<file path="src/rtl/sevenseg_pkg.sv">
// Shared constants and helpers for the multiplexed 7-segment scan controller.
// Widths, parameter defaults and the active-low anode pattern helper.
package sevenseg_pkg;

  localparam int unsigned NIBBLE_W       = 4;
  localparam int unsigned MAX_DIGITS     = 8;
  localparam int unsigned NUM_DIGITS_DEF = 4;
  localparam int unsigned CLK_DIV_DEF    = 100000;
  localparam int unsigned DEAD_CYC_DEF   = 2;
  localparam int unsigned DIV_W_DEF      = 17;

  typedef logic [NIBBLE_W-1:0] nibble_t;

  // Active-low one-hot over the widest supported display; callers truncate.
  function automatic logic [MAX_DIGITS-1:0] anode_onehot_n(input logic [2:0] idx);
    return ~(MAX_DIGITS'(1) << idx);
  endfunction

endpackage

</file>
<file path="src/rtl/scan_tick_gen.sv">
// Slot prescaler and digit index counter for the display scan.
// Both counters freeze while enable is low so the scan resumes where it stopped.
module scan_tick_gen #(
  parameter int unsigned NUM_DIGITS = 4,
  parameter int unsigned CLK_DIV    = 100000,
  parameter int unsigned DEAD_CYC   = 2,
  parameter int unsigned DIV_W      = 17,
  parameter int unsigned IDX_W      = 2
) (
  input  logic             clk,
  input  logic             rst_n,
  input  logic             enable,
  output logic             tick,
  output logic             boundary,
  output logic [IDX_W-1:0] idx,
  output logic             in_dead
);

  logic [DIV_W-1:0] prescaler_q;
  logic [IDX_W-1:0] idx_q;

  assign tick     = enable && (prescaler_q == DIV_W'(CLK_DIV - 1));
  assign boundary = tick && (idx_q == IDX_W'(NUM_DIGITS - 1));
  assign in_dead  = prescaler_q < DIV_W'(DEAD_CYC);
  assign idx      = idx_q;

  always_ff @(posedge clk or negedge rst_n) begin
    if (!rst_n) begin
      prescaler_q <= '0;
      idx_q       <= '0;
    end else if (tick) begin
      prescaler_q <= '0;
      idx_q       <= boundary ? '0 : idx_q + IDX_W'(1);
    end else if (enable) begin
      prescaler_q <= prescaler_q + DIV_W'(1);
    end
  end

endmodule

</file>
<file path="src/rtl/sevenseg_scan.sv">
// Multiplexed 7-segment scan controller: double-buffered display word, frame-aligned
// updates, leading-zero blanking and per-slot dead time, all outputs registered.
module sevenseg_scan
  import sevenseg_pkg::*;
#(
  parameter int unsigned NUM_DIGITS = NUM_DIGITS_DEF,
  parameter int unsigned CLK_DIV    = CLK_DIV_DEF,
  parameter int unsigned DEAD_CYC   = DEAD_CYC_DEF,
  parameter int unsigned DIV_W      = DIV_W_DEF
) (
  input  logic                           clk,
  input  logic                           rst_n,
  input  logic                           enable,
  input  logic                           load_valid,
  output logic                           load_ready,
  input  logic [NIBBLE_W*NUM_DIGITS-1:0] load_data,
  input  logic                           lz_blank_en,
  output logic [NIBBLE_W-1:0]            num,
  output logic [NUM_DIGITS-1:0]          digit_sel,
  output logic                           digit_active,
  output logic                           frame_done
);

  localparam int unsigned IDX_W  = (NUM_DIGITS > 1) ? $clog2(NUM_DIGITS) : 1;
  localparam int unsigned WORD_W = NIBBLE_W * NUM_DIGITS;

  logic             tick;
  logic             boundary;
  logic [IDX_W-1:0] idx;
  logic             in_dead;

  scan_tick_gen #(
    .NUM_DIGITS (NUM_DIGITS),
    .CLK_DIV    (CLK_DIV),
    .DEAD_CYC   (DEAD_CYC),
    .DIV_W      (DIV_W),
    .IDX_W      (IDX_W)
  ) u_tick_gen (
    .clk      (clk),
    .rst_n    (rst_n),
    .enable   (enable),
    .tick     (tick),
    .boundary (boundary),
    .idx      (idx),
    .in_dead  (in_dead)
  );

  logic [WORD_W-1:0] disp_q;
  logic [WORD_W-1:0] pend_q;
  logic              pend_full_q;
  logic              accept;
  logic              transfer;

  assign load_ready = ~pend_full_q;
  assign accept     = load_valid && !pend_full_q;
  // With the display dark there is no tearing risk, so a pending word moves at once.
  assign transfer   = pend_full_q && (boundary || !enable);

  always_ff @(posedge clk or negedge rst_n) begin
    if (!rst_n) begin
      disp_q      <= '0;
      pend_q      <= '0;
      pend_full_q <= 1'b0;
    end else if (transfer) begin
      disp_q      <= pend_q;
      pend_full_q <= 1'b0;
    end else if (accept) begin
      pend_q      <= load_data;
      pend_full_q <= 1'b1;
    end
  end

  logic [NUM_DIGITS-1:0] blanked;
  logic                  upper_zero;
  nibble_t               num_d;
  logic [NUM_DIGITS-1:0] digit_sel_d;

  always_comb begin
    blanked    = '0;
    upper_zero = lz_blank_en;
    // Walk down from the MSD; a digit blanks only if it and everything above it is zero.
    for (int i = NUM_DIGITS - 1; i > 0; i--) begin
      upper_zero = upper_zero && (disp_q[i*NIBBLE_W +: NIBBLE_W] == '0);
      blanked[i] = upper_zero;
    end
  end

  always_comb begin
    num_d = disp_q[NIBBLE_W*idx +: NIBBLE_W];
    if (!enable || in_dead || blanked[idx]) begin
      digit_sel_d = '1;
    end else begin
      digit_sel_d = NUM_DIGITS'(anode_onehot_n(3'(idx)));
    end
  end

  always_ff @(posedge clk or negedge rst_n) begin
    if (!rst_n) begin
      num          <= '0;
      digit_sel    <= '1;
      digit_active <= 1'b0;
      frame_done   <= 1'b0;
    end else begin
      num          <= num_d;
      digit_sel    <= digit_sel_d;
      digit_active <= ~&digit_sel_d;
      frame_done   <= boundary;
    end
  end

  a_boundary_on_tick : assert property (@(posedge clk) disable iff (!rst_n) boundary |-> tick);
  a_one_anode : assert property (@(posedge clk) disable iff (!rst_n) $onehot0(~digit_sel));

endmodule

</file>
<file path="config.mk">
export PLATFORM = sky130hd
export DESIGN_NAME = sevenseg_scan
export DESIGN_NICKNAME = d
export VERILOG_FILES = /design/src/rtl/sevenseg_pkg.sv /design/src/rtl/scan_tick_gen.sv /design/src/rtl/sevenseg_scan.sv
export SDC_FILE = /design/constraint.sdc
export NUM_CORES = 1
export LEC_CHECK = 0
export CORE_MARGIN = 2
export CORE_UTILIZATION = 40
export CTS_CLUSTER_DIAMETER = 40
export DETAILED_ROUTE_END_ITERATION = 10
export SLEW_MARGIN = 25
export SYNTH_ARGS = -nofsm -noshare
export SYNTH_HDL_FRONTEND = slang
export SYNTH_SLANG_ARGS = --single-unit
</file>
<file path="constraint.sdc">
create_clock -name clk -period 3.2 [get_ports clk]
set_clock_uncertainty 0.05 [all_clocks]
set_input_delay 0.64 -clock clk [delete_from_list [all_inputs] [get_ports clk]]
set_output_delay 0.64 -clock clk [all_outputs]
set_load 0.05 [all_outputs]
</file>
Yosys cells after proc, flatten, opt, wreduce, memory -nomap -nowiden --
Cells that the tools add are included. Widths: inputs -> output; s select.
Cells by class: reduce and logical (&&, ||, !) cells 20, order comparisons 2, shifts and indexed selects 2, add/subtract/negate cells 2, equality and inequality tests 2, multiplexer cells 8, bitwise logic cells 3
Operators by type and width (count):
- $mux 17 | 2
- $add 17x1->17 const B | 1
- $eq 17x17->1 const B | 1
- $lt 17x2->1 const B | 1
- $shiftx 16x5->4 | 1
- $logic_not 4->1 | 3
- $logic_and 1x1->1 | 7
- $mux 4 | 1
- $not 4->4 | 1
- $reduce_and 4->1 | 1
- $reduce_bool 2->1 | 2
- $shl 1x2->4 const A | 1
- $logic_not 1->1 | 3
- $logic_or 1x1->1 | 3
- $lt 2x3->1 const B | 1
- $mux 1 | 3
- $add 2x1->2 const B | 1
- $bmux 1 s2 | 1
- $eq 2x2->1 const B | 1
- $mux 2 | 1
- $not 1->1 | 2
- $reduce_and 2->1 | 1
Word-level totals: input bits 21, register bits 62, output and inout port bits 11, logic and storage cells 48

Logic depth before layout (Yosys ltp) --
Gate-level depths: netlist of run 1.
depth in word-level cells 10, gate-level depth with buffers 6, gate-level depth less buffers 5

By module --
A second synthesis of run 1 with hierarchy kept.
Second synthesis, totals: cell total of the unflattened synthesis 204, area total of the unflattened synthesis 2747.6 µm²
By module, submodules not included:
- sevenseg_scan | seq. area each 1081.0 µm², instances 1, area each 1722.9 µm², cells an instance 106
- scan_tick_gen | seq. area each 475.5 µm², instances 1, area each 1024.7 µm², cells an instance 98

Worst setup path after synthesis of run 1 --
OpenSTA, ideal clock, no wires.
path kind input -> register, start in enable, end reg disp_q[10], arrival 2.015 ns, cell stages on the path 5, setup time 0.125 ns, setup slack 1.010 ns, data required time 3.025 ns, buffers on the path 1, path through and3_1 -> nand3_2 -> o41ai_4 -> buf_6 -> mux2_4
Between the ends: cells in the longest elaborated chain, start to end 4
Ends and longest elaborated chain:
- start: declaration | line sevenseg_scan.sv:13 | input logic enable,
- $logic_and 1x1->1 | line scan_tick_gen.sv:22 | assign tick = enable && (prescaler_q == DIV_W'(CLK_DIV - 1));
- $logic_and 1x1->1 | line scan_tick_gen.sv:23 | assign boundary = tick && (idx_q == IDX_W'(NUM_DIGITS - 1));
- $logic_or 1x1->1 (*) | line sevenseg_scan.sv:57 | assign transfer = pend_full_q && (boundary || !enable);
- $logic_and 1x1->1 (*) | line sevenseg_scan.sv:57
- end signal: assignment | line sevenseg_scan.sv:65 | disp_q <= pend_q;
- end: declaration | line sevenseg_scan.sv:48 | logic [WORD_W-1:0] disp_q;
Mark *: on every way between the ends. The rest lies on a longest branch, timed or not. A chain may end at the register's enable or synchronous reset.

Worst setup path after layout of run 1 --
start in enable, end reg disp_q[1]
Same word-level chain as after synthesis.

==> impl_table.tex, run 1 <==
\begin{tabular}{lr}
\hline
Metric & Value \\
\hline
\multicolumn{2}{l}{\textbf{Run status}} \\
\quad Status & finished, final reports clean \\
\multicolumn{2}{l}{\textbf{GRT}} \\
\quad Number of global-route vias before repair & 1,788 \\
\quad Global-route usage over all layers & 0.155 \\
\quad Largest net degree at the start of global routing & 37 \\
\quad Wire length of the first global-routing pass & 8.76 mm \\
\quad Remaining global-route overflow & 0 \\
\quad Initial antenna violation count & 0 \\
\multicolumn{2}{l}{\textbf{Place}} \\
\quad Sum of net half-perimeters after detailed placement & 3.63 mm \\
\quad Gp weighted congestion & 0.848 \\
\quad Port Buf Inserts & 31 \\
\multicolumn{2}{l}{\textbf{Floorplanning}} \\
\quad Number of top-level design ports & 32 \\
\quad Total die area & 7590 um\^{}2 \\
\quad Horiz. Die Dim & 87.1 um \\
\quad Die Span Y & 87.1 um \\
\quad Std-Cell Core Area & 6760 um\^{}2 \\
\quad Starting utilization of the core area & 0.409 \\
\quad Count of standard-cell rows & 30 \\
\multicolumn{2}{l}{\textbf{Finish}} \\
\quad Top library cells by usage in the layout, fill and taps aside & 58 x sky130\_fd\_sc\_hd\_\_dfrtp\_1, 30 x sky130\_fd\_sc\_hd\_\_clkdlybuf4s50\_1, 25 x sky130\_fd\_sc\_hd\_\_mux2\_2 \\
\quad Fraction of layout instances using a drive strength above 1 & 0.271 \\
\quad Total area of multi-input combinational cells & 1140 um\^{}2 \\
\quad Filler cells & 630 \\
\quad Synth-to-Final Area Change & 21.8\% \\
\quad Combined flip-flop and latch cell area & 1560 um\^{}2 \\
\quad Net count of the finished layout & 276 \\
\quad Leading cell type in the layout, fill and taps excluded & sky130\_fd\_sc\_hd\_\_dfrtp\_1 \\
\quad Diodes inserted & 0 \\
\multicolumn{2}{l}{\textbf{Hold path}} \\
\quad Worst min path class & in -> async \\
\multicolumn{2}{l}{\textbf{Drt}} \\
\quad Detailed Routing Iterations Pass 1 & 4 \\
\quad Average vias per placed instance & 5.22 \\
\quad Via count of the routed design & 1,750 \\
\quad 1st-iter DRT viols & 32 \\
\quad Post-route DRC violation count & 0 \\
\quad Routed len/inst & 14.9 um \\
\quad Post-Route WL & 4.99 mm \\
\quad Routed Antenna Nets & 0 \\
\multicolumn{2}{l}{\textbf{Timing}} \\
\quad Number of setup violations in the final report & 0 \\
\quad Final Hold Fails & 0 \\
\quad Post-route clock period utilization & 0.743 \\
\quad Total Neg Setup Slack & 0 ns \\
\quad Time the worst path needs with I/O delays and setup & 2.38 ns \\
\quad Max-slew violation count & 0 \\
\quad Unrepaired setup endpoints after global routing & no \\
\quad Relative slew slack & 0.586 \\
\quad Actual slew at the worst max-slew pin & 0.620 ns \\
\quad Timing-limited maximum frequency & 0.421 GHz \\
\multicolumn{2}{l}{\textbf{Setup path}} \\
\quad Depth of the worst register-to-register path & 6 \\
\quad Kind of launch point of the worst setup path & primary input \\
\quad Largest stage delay on the critical path & 0.48 ns \\
\quad Cell type of the slowest stage on the worst timing path & sky130\_fd\_sc\_hd\_\_clkdlybuf4s50\_1 \\
\quad Worst setup path category & in -> reg \\
\quad Critical path peak fanout & 17 \\
\quad Cells traversed along the worst timing path & clkdlybuf4s50\_1 > and3\_1 > nand3\_2 > o41ai\_4 > buf\_4 > mux2\_2 \\
\quad Data arrival time of the critical path & 2.54 ns \\
\quad Data required, critical path & 3.36 ns \\
\quad Critical Path Sink Type & flip-flop \\
\multicolumn{2}{l}{\textbf{Pwr}} \\
\quad Fraction of power consumed by sequential logic & 0.509 \\
\quad Int Power & 1.58 mW \\
\quad Leakage power & 1.41 nW \\
\quad Pwr per Cell Area & 666 nW/um\^{}2 \\
\quad Switching share of power & 0.296 \\
\quad Clock group share of total power & 0.270 \\
\quad Power share of the combinational group & 0.220 \\
\quad Power dissipated by switching net loads & 0.664 mW \\
\quad Power consumption & 2.24 mW \\
\quad Worst supply voltage drop on vdd & 0.329 mV \\
\multicolumn{2}{l}{\textbf{Clock network}} \\
\quad CTS max path bufs & 2 \\
\quad Clk sinks & 62 \\
\quad Number of setup buffers added after CTS & 0 \\
\quad Clock-pin slew of the registers on the worst-case setup and hold paths & 0.07 ns \\
\quad Clock insertion delay at the later pin of the skew report & 0.34 ns \\
\quad Number of hold-repair buffers added at the cts stage & 0 \\
\quad Clock Tree Root & sky130\_fd\_sc\_hd\_\_clkbuf\_8 \\
\quad PostCTS Resize Cnt & 0 \\
\quad TritonCTS clock tree & done \\
\quad Number of H-tree branching levels & 3 \\
\quad CTS Buf Count & 9 \\
\multicolumn{2}{l}{\textbf{Logic synthesis}} \\
\quad Synthesized flop and latch total & 62 \\
\quad Share of synthesized area occupied by flip-flops and latches & 0.563 \\
\quad Net Count, Synth & 235 \\
\quad Cell area after synthesis & 2770 um\^{}2 \\
\quad Synth warnings & 0 \\
\quad Mean instance size in the synthesized netlist & 13.2 um\^{}2 \\
\quad Synth Instances & 209 \\
\quad Number of distinct standard cells referenced by the synthesized netlist & 39 \\
\multicolumn{2}{l}{\textbf{Run}} \\
\quad Total of max-cap violations & 0 \\
\hline
\end{tabular}
stage by stage:
step,cell area [um^2],cells,worst slack [ns],utilization,hold slack (ns)
4_1_cts,3370,335,0.840,0.498,0.281
3_5_place_dp,3190,319,0.494,0.472,0.442
2_1_floorplan,2770,209,1.01,-,0.294
6_report,3370,335,0.824,0.498,0.266
3_3_place_gp,3190,319,0.531,0.472,0.441
5_1_grt,3370,335,0.694,0.498,0.314
registers in the layout, indices dropped and copies added (netlist names):
| register | flops |
|---|---|
| u_tick_gen.prescaler_q | 17 |
| disp_q | 16 |
| pend_q | 16 |
| digit_sel | 4 |
| num | 4 |
| u_tick_gen.idx | 2 |
| digit_active | 1 |
| frame_done | 1 |
| pend_full_q | 1 |
cells in the mapped netlist (all sizes together):
cell | count | area [um^2]
a21o | 1 | 7.51
a21oi | 4 | 20.0
and3 | 3 | 18.8
and4 | 3 | 26.3
buf | 3 | 20.0
clkbuf | 3 | 11.3
dfrtp | 58 | 1450
dfstp | 4 | 105
ha | 5 | 62.6
inv | 9 | 33.8
mux2 | 34 | 417
mux4 | 4 | 90.1
nand2 | 11 | 43.8
nand2b | 1 | 6.26
nand3 | 8 | 45.0
nand4 | 8 | 50.1
nand4b | 1 | 8.76
nor2 | 10 | 37.5
nor2b | 1 | 6.26
nor3 | 4 | 25.0
nor4 | 7 | 58.8
o21ai | 5 | 25.0
o22ai | 1 | 6.26
o311ai | 1 | 8.76
o31ai | 2 | 15.0
o41ai | 1 | 27.5
or2 | 2 | 12.5
or3 | 1 | 6.26
or4 | 3 | 22.5
xnor2 | 6 | 52.6
xor2 | 5 | 43.8
worst max-delay path, delay by kind of cell:
family	cells	cell delay (ns)
multiplexers	1	0.37
buffers and inverters	2	0.81
AO/OA/AOI/OAI	1	0.30
AND/OR/NAND/NOR	2	0.42
path summary, 6_finish.rpt:
kind	startpoint	slack, ns	end
max	enable	0.82	disp_q[1]
min in group clk	pend_q[9]	0.45	disp_q[9]
max reg2reg	u_tick_gen.prescaler_q[1]	0.90	disp_q[1]
max in group asynchronous	rst_n	2.23	pend_q[15]
min	rst_n	0.27	u_tick_gen.prescaler_q[7]
min reg2reg	pend_q[9]	0.45	disp_q[9]
power groups by stage:
stage / Combinational (mW) / Sequential [mW] / Clock [mW]
after global routing: 0.541 / 1.18 / 0.658
after floorplan: 0.303 / 1.17 / 0
after CTS: 0.503 / 1.15 / 0.628
after global placement: 0.490 / 1.16 / 0
final: 0.494 / 1.14 / 0.606
after detailed placement: 0.500 / 1.16 / 0
logic make-up (layout without fill, tap and decap cells):
group | count (synthesis) | count (layout) | share of synthesized area
muxes | 38 | 38 | 0.183
adders and majority gates | 5 | 5 | 0.0226
DFF | 62 | 62 | 0.563
buffers and inverters | 15 | 61 | 0.0235
and+or+nand+nor | 63 | 63 | 0.133
AOI/OAI and AO/OA | 15 | 15 | 0.0398
xor gates and xnor gates | 11 | 11 | 0.0348
metal layers:
metal  up-vias  GRT usage  share of wire
met5         -          0              0
met4         0     0.0811          0.023
met3        11     0.0455          0.034
met2        40      0.233           0.47
met1       866      0.202           0.47
li1        833          -              -
final cells by class:
class / instances / share of cell area
flip-flops and latches: 62 / 0.462
multi-input cells: 132 / 0.340
repair buffers: 36 / 0.106
clock buffers: 12 / 0.0461
well taps: 80 / 0.0297
inverters: 9 / 0.0100
clock inverters: 4 / 0.00669
Note: power is estimated with default switching activity, not from simulation.
==> run 2: changes to the inputs <==
==> constraint.sdc (replaced) <==
create_clock -name clk -period 2.4 [get_ports clk]
set_clock_uncertainty 0.05 [all_clocks]
set_input_delay 0.48 -clock clk [delete_from_list [all_inputs] [get_ports clk]]
set_output_delay 0.48 -clock clk [all_outputs]
set_load 0.05 [all_outputs]
==> impl_table.tex, run 2 (synthesized netlist as in run 1, its figures left out) <==
\begin{tabular}{lr}
\hline
Metric & Value \\
\hline
\multicolumn{2}{l}{\textbf{Run status}} \\
\quad Status & finished, final reports clean \\
\multicolumn{2}{l}{\textbf{Place}} \\
\quad Worst slack after detailed placement & 0.0354 ns \\
\quad Gp weighted congestion & 0.752 \\
\quad Sum of net half-perimeters after detailed placement & 3.70 mm \\
\quad Port Buf Inserts & 31 \\
\multicolumn{2}{l}{\textbf{Clock network}} \\
\quad CTS max path bufs & 2 \\
\quad Clk sinks & 62 \\
\quad PostCTS Resize Cnt & 0 \\
\quad Number of H-tree branching levels & 3 \\
\quad Number of setup buffers added after CTS & 0 \\
\quad Clock Tree Root & sky130\_fd\_sc\_hd\_\_clkbuf\_8 \\
\quad Number of hold-repair buffers added at the cts stage & 1 \\
\quad Clock-pin slew of the registers on the worst-case setup and hold paths & 0.07 ns \\
\quad CTS Buf Count & 9 \\
\quad Clock insertion delay at the later pin of the skew report & 0.33 ns \\
\quad TritonCTS clock tree & done \\
\multicolumn{2}{l}{\textbf{Timing}} \\
\quad Number of setup violations in the final report & 0 \\
\quad Time the worst path needs with I/O delays and setup & 2.17 ns \\
\quad Total Neg Setup Slack & 0 ns \\
\quad Post-route worst hold slack & 0.415 ns \\
\quad Actual slew at the worst max-slew pin & 0.506 ns \\
\quad Post-route clock period utilization & 0.905 \\
\quad Final Hold Fails & 0 \\
\quad Timing-limited maximum frequency & 0.460 GHz \\
\quad Worst Slack Setup Final & 0.227 ns \\
\quad Unrepaired setup endpoints after global routing & no \\
\quad Max-slew violation count & 0 \\
\quad Relative slew slack & 0.662 \\
\multicolumn{2}{l}{\textbf{Finish}} \\
\quad Final core occ & 0.520 \\
\quad Diodes inserted & 0 \\
\quad Most flops, register & u\_tick\_gen.prescaler\_q \\
\quad Top Registers & u\_tick\_gen.prescaler\_q (17), disp\_q (16), pend\_q (16) \\
\quad Fraction of layout instances using a drive strength above 1 & 0.289 \\
\quad Leading cell type in the layout, fill and taps excluded & sky130\_fd\_sc\_hd\_\_dfrtp\_1 \\
\quad Synth-to-Final Area Change & 27.1\% \\
\quad Top library cells by usage in the layout, fill and taps aside & 58 x sky130\_fd\_sc\_hd\_\_dfrtp\_1, 30 x sky130\_fd\_sc\_hd\_\_clkdlybuf4s50\_1, 25 x sky130\_fd\_sc\_hd\_\_mux2\_2 \\
\quad Net count of the finished layout & 284 \\
\quad Max reg flops & 17 \\
\multicolumn{2}{l}{\textbf{Drt}} \\
\quad Average vias per placed instance & 5.25 \\
\quad 1st-iter DRT viols & 67 \\
\quad Via count of the routed design & 1,800 \\
\quad Post-Route WL & 5.19 mm \\
\quad Routed Antenna Nets & 0 \\
\quad Post-route DRC violation count & 0 \\
\quad Detailed Routing Iterations Pass 1 & 6 \\
\quad Routed len/inst & 15.1 um \\
\multicolumn{2}{l}{\textbf{Pwr}} \\
\quad Power dissipated by switching net loads & 0.922 mW \\
\quad Fraction of power consumed by sequential logic & 0.449 \\
\quad Pwr per Cell Area & 970 nW/um\^{}2 \\
\quad Power share of the combinational group & 0.198 \\
\quad Worst supply voltage drop on vdd & 0.492 mV \\
\quad Int Power & 2.49 mW \\
\quad Switching share of power & 0.270 \\
\quad Leakage power & 1.49 nW \\
\quad Clock group share of total power & 0.353 \\
\multicolumn{2}{l}{\textbf{Floorplanning}} \\
\quad Number of top-level design ports & 32 \\
\quad Die Span Y & 87.1 um \\
\quad Horiz. Die Dim & 87.1 um \\
\quad Starting utilization of the core area & 0.409 \\
\quad Std-Cell Core Area & 6760 um\^{}2 \\
\quad Count of standard-cell rows & 30 \\
\quad Total die area & 7590 um\^{}2 \\
\multicolumn{2}{l}{\textbf{GRT}} \\
\quad Wire length of the first global-routing pass & 8.53 mm \\
\quad Remaining global-route overflow & 0 \\
\quad Largest net degree at the start of global routing & 34 \\
\quad Number of global-route vias before repair & 1,764 \\
\quad Global-route usage over all layers & 0.151 \\
\quad Initial antenna violation count & 0 \\
\multicolumn{2}{l}{\textbf{Setup path}} \\
\quad Cell type of the slowest stage on the worst timing path & sky130\_fd\_sc\_hd\_\_clkdlybuf4s50\_1 \\
\quad Critical path peak fanout & 1 \\
\quad Largest stage delay on the critical path & 0.80 ns \\
\quad Critical Path Sink Type & output pin \\
\quad Data required, critical path & 1.87 ns \\
\quad Worst setup path category & reg -> out \\
\quad Cells traversed along the worst timing path & clkdlybuf4s50\_1 \\
\quad Kind of launch point of the worst setup path & flip-flop \\
\quad Buffers and inverters on the worst path & 1 \\
\quad Crit path max-delay family & buffers and inverters \\
\quad Data arrival time of the critical path & 1.64 ns \\
\multicolumn{2}{l}{\textbf{Run}} \\
\quad Total of max-cap violations & 0 \\
\multicolumn{2}{l}{\textbf{Hold path}} \\
\quad Worst min path class & in -> async \\
\hline
\end{tabular}
run 2: routing by layer:
metal  global-route usage  share of wire
met3               0.0521          0.041
met5                    0              0
met1                0.188           0.46
met4               0.0545          0.012
met2                0.244           0.49
run 2: per-stage QoR:
step                      area, um^2  cells  power [mW]
final                           3510    343        3.41
after detailed placement        3240    326        2.23
after CTS                       3510    343        3.45
after floorplan                 2770    209        1.97
after global routing            3510    343        3.57
after global placement          3240    326        2.21
run 2: worst paths after layout:
kind | startpoint | to | slack, ns | cells after the start
min in group clk | pend_q[9] | disp_q[9] | 0.46 | 1
worst max register to register | u_tick_gen.prescaler_q[1] | disp_q[1] | 0.26 | 6
worst min-delay path | rst_n | u_tick_gen.prescaler_q[6] | 0.41 | 2
worst max-delay path | digit_sel[0] | digit_sel[0] | 0.23 | 1
worst min register to register | pend_q[9] | disp_q[9] | 0.46 | 1
max in group asynchronous | rst_n | pend_q[0] | 1.30 | 3
run 2: cell type report:
| class | count | area, um^2 |
|---|---|---|
| Tap cell | 80 | 100 |
| Inverter | 9 | 33.8 |
| Clock inverter | 6 | 134 |
| Multi-Input combinational cell | 132 | 1140 |
| Sequential cell | 62 | 1560 |
| Fill cell | 586 | 3240 |
| Timing Repair Buffer | 44 | 418 |
| Clock buffer | 10 | 128 |
run 2: power by group through the flow:
stage / clock network, mW / logic, mW / registers [mW]
after floorplan: 0 / 0.405 / 1.56
after global placement: 0 / 0.664 / 1.54
after detailed placement: 0 / 0.682 / 1.55
after CTS: 1.23 / 0.687 / 1.53
after global routing: 1.28 / 0.725 / 1.56
final: 1.20 / 0.676 / 1.53
==> run 3: changes to the inputs <==
--- a/config.mk
+++ b/config.mk
@@ -5,6 +5,7 @@
 export SDC_FILE = /design/constraint.sdc
 export NUM_CORES = 1
 export LEC_CHECK = 0
+export CAP_MARGIN = 25
 export CORE_MARGIN = 2
 export CORE_UTILIZATION = 40
 export CTS_CLUSTER_DIAMETER = 40
==> results of run 3 <==
Final layout, timing and power as in run 2 (identical DEF).
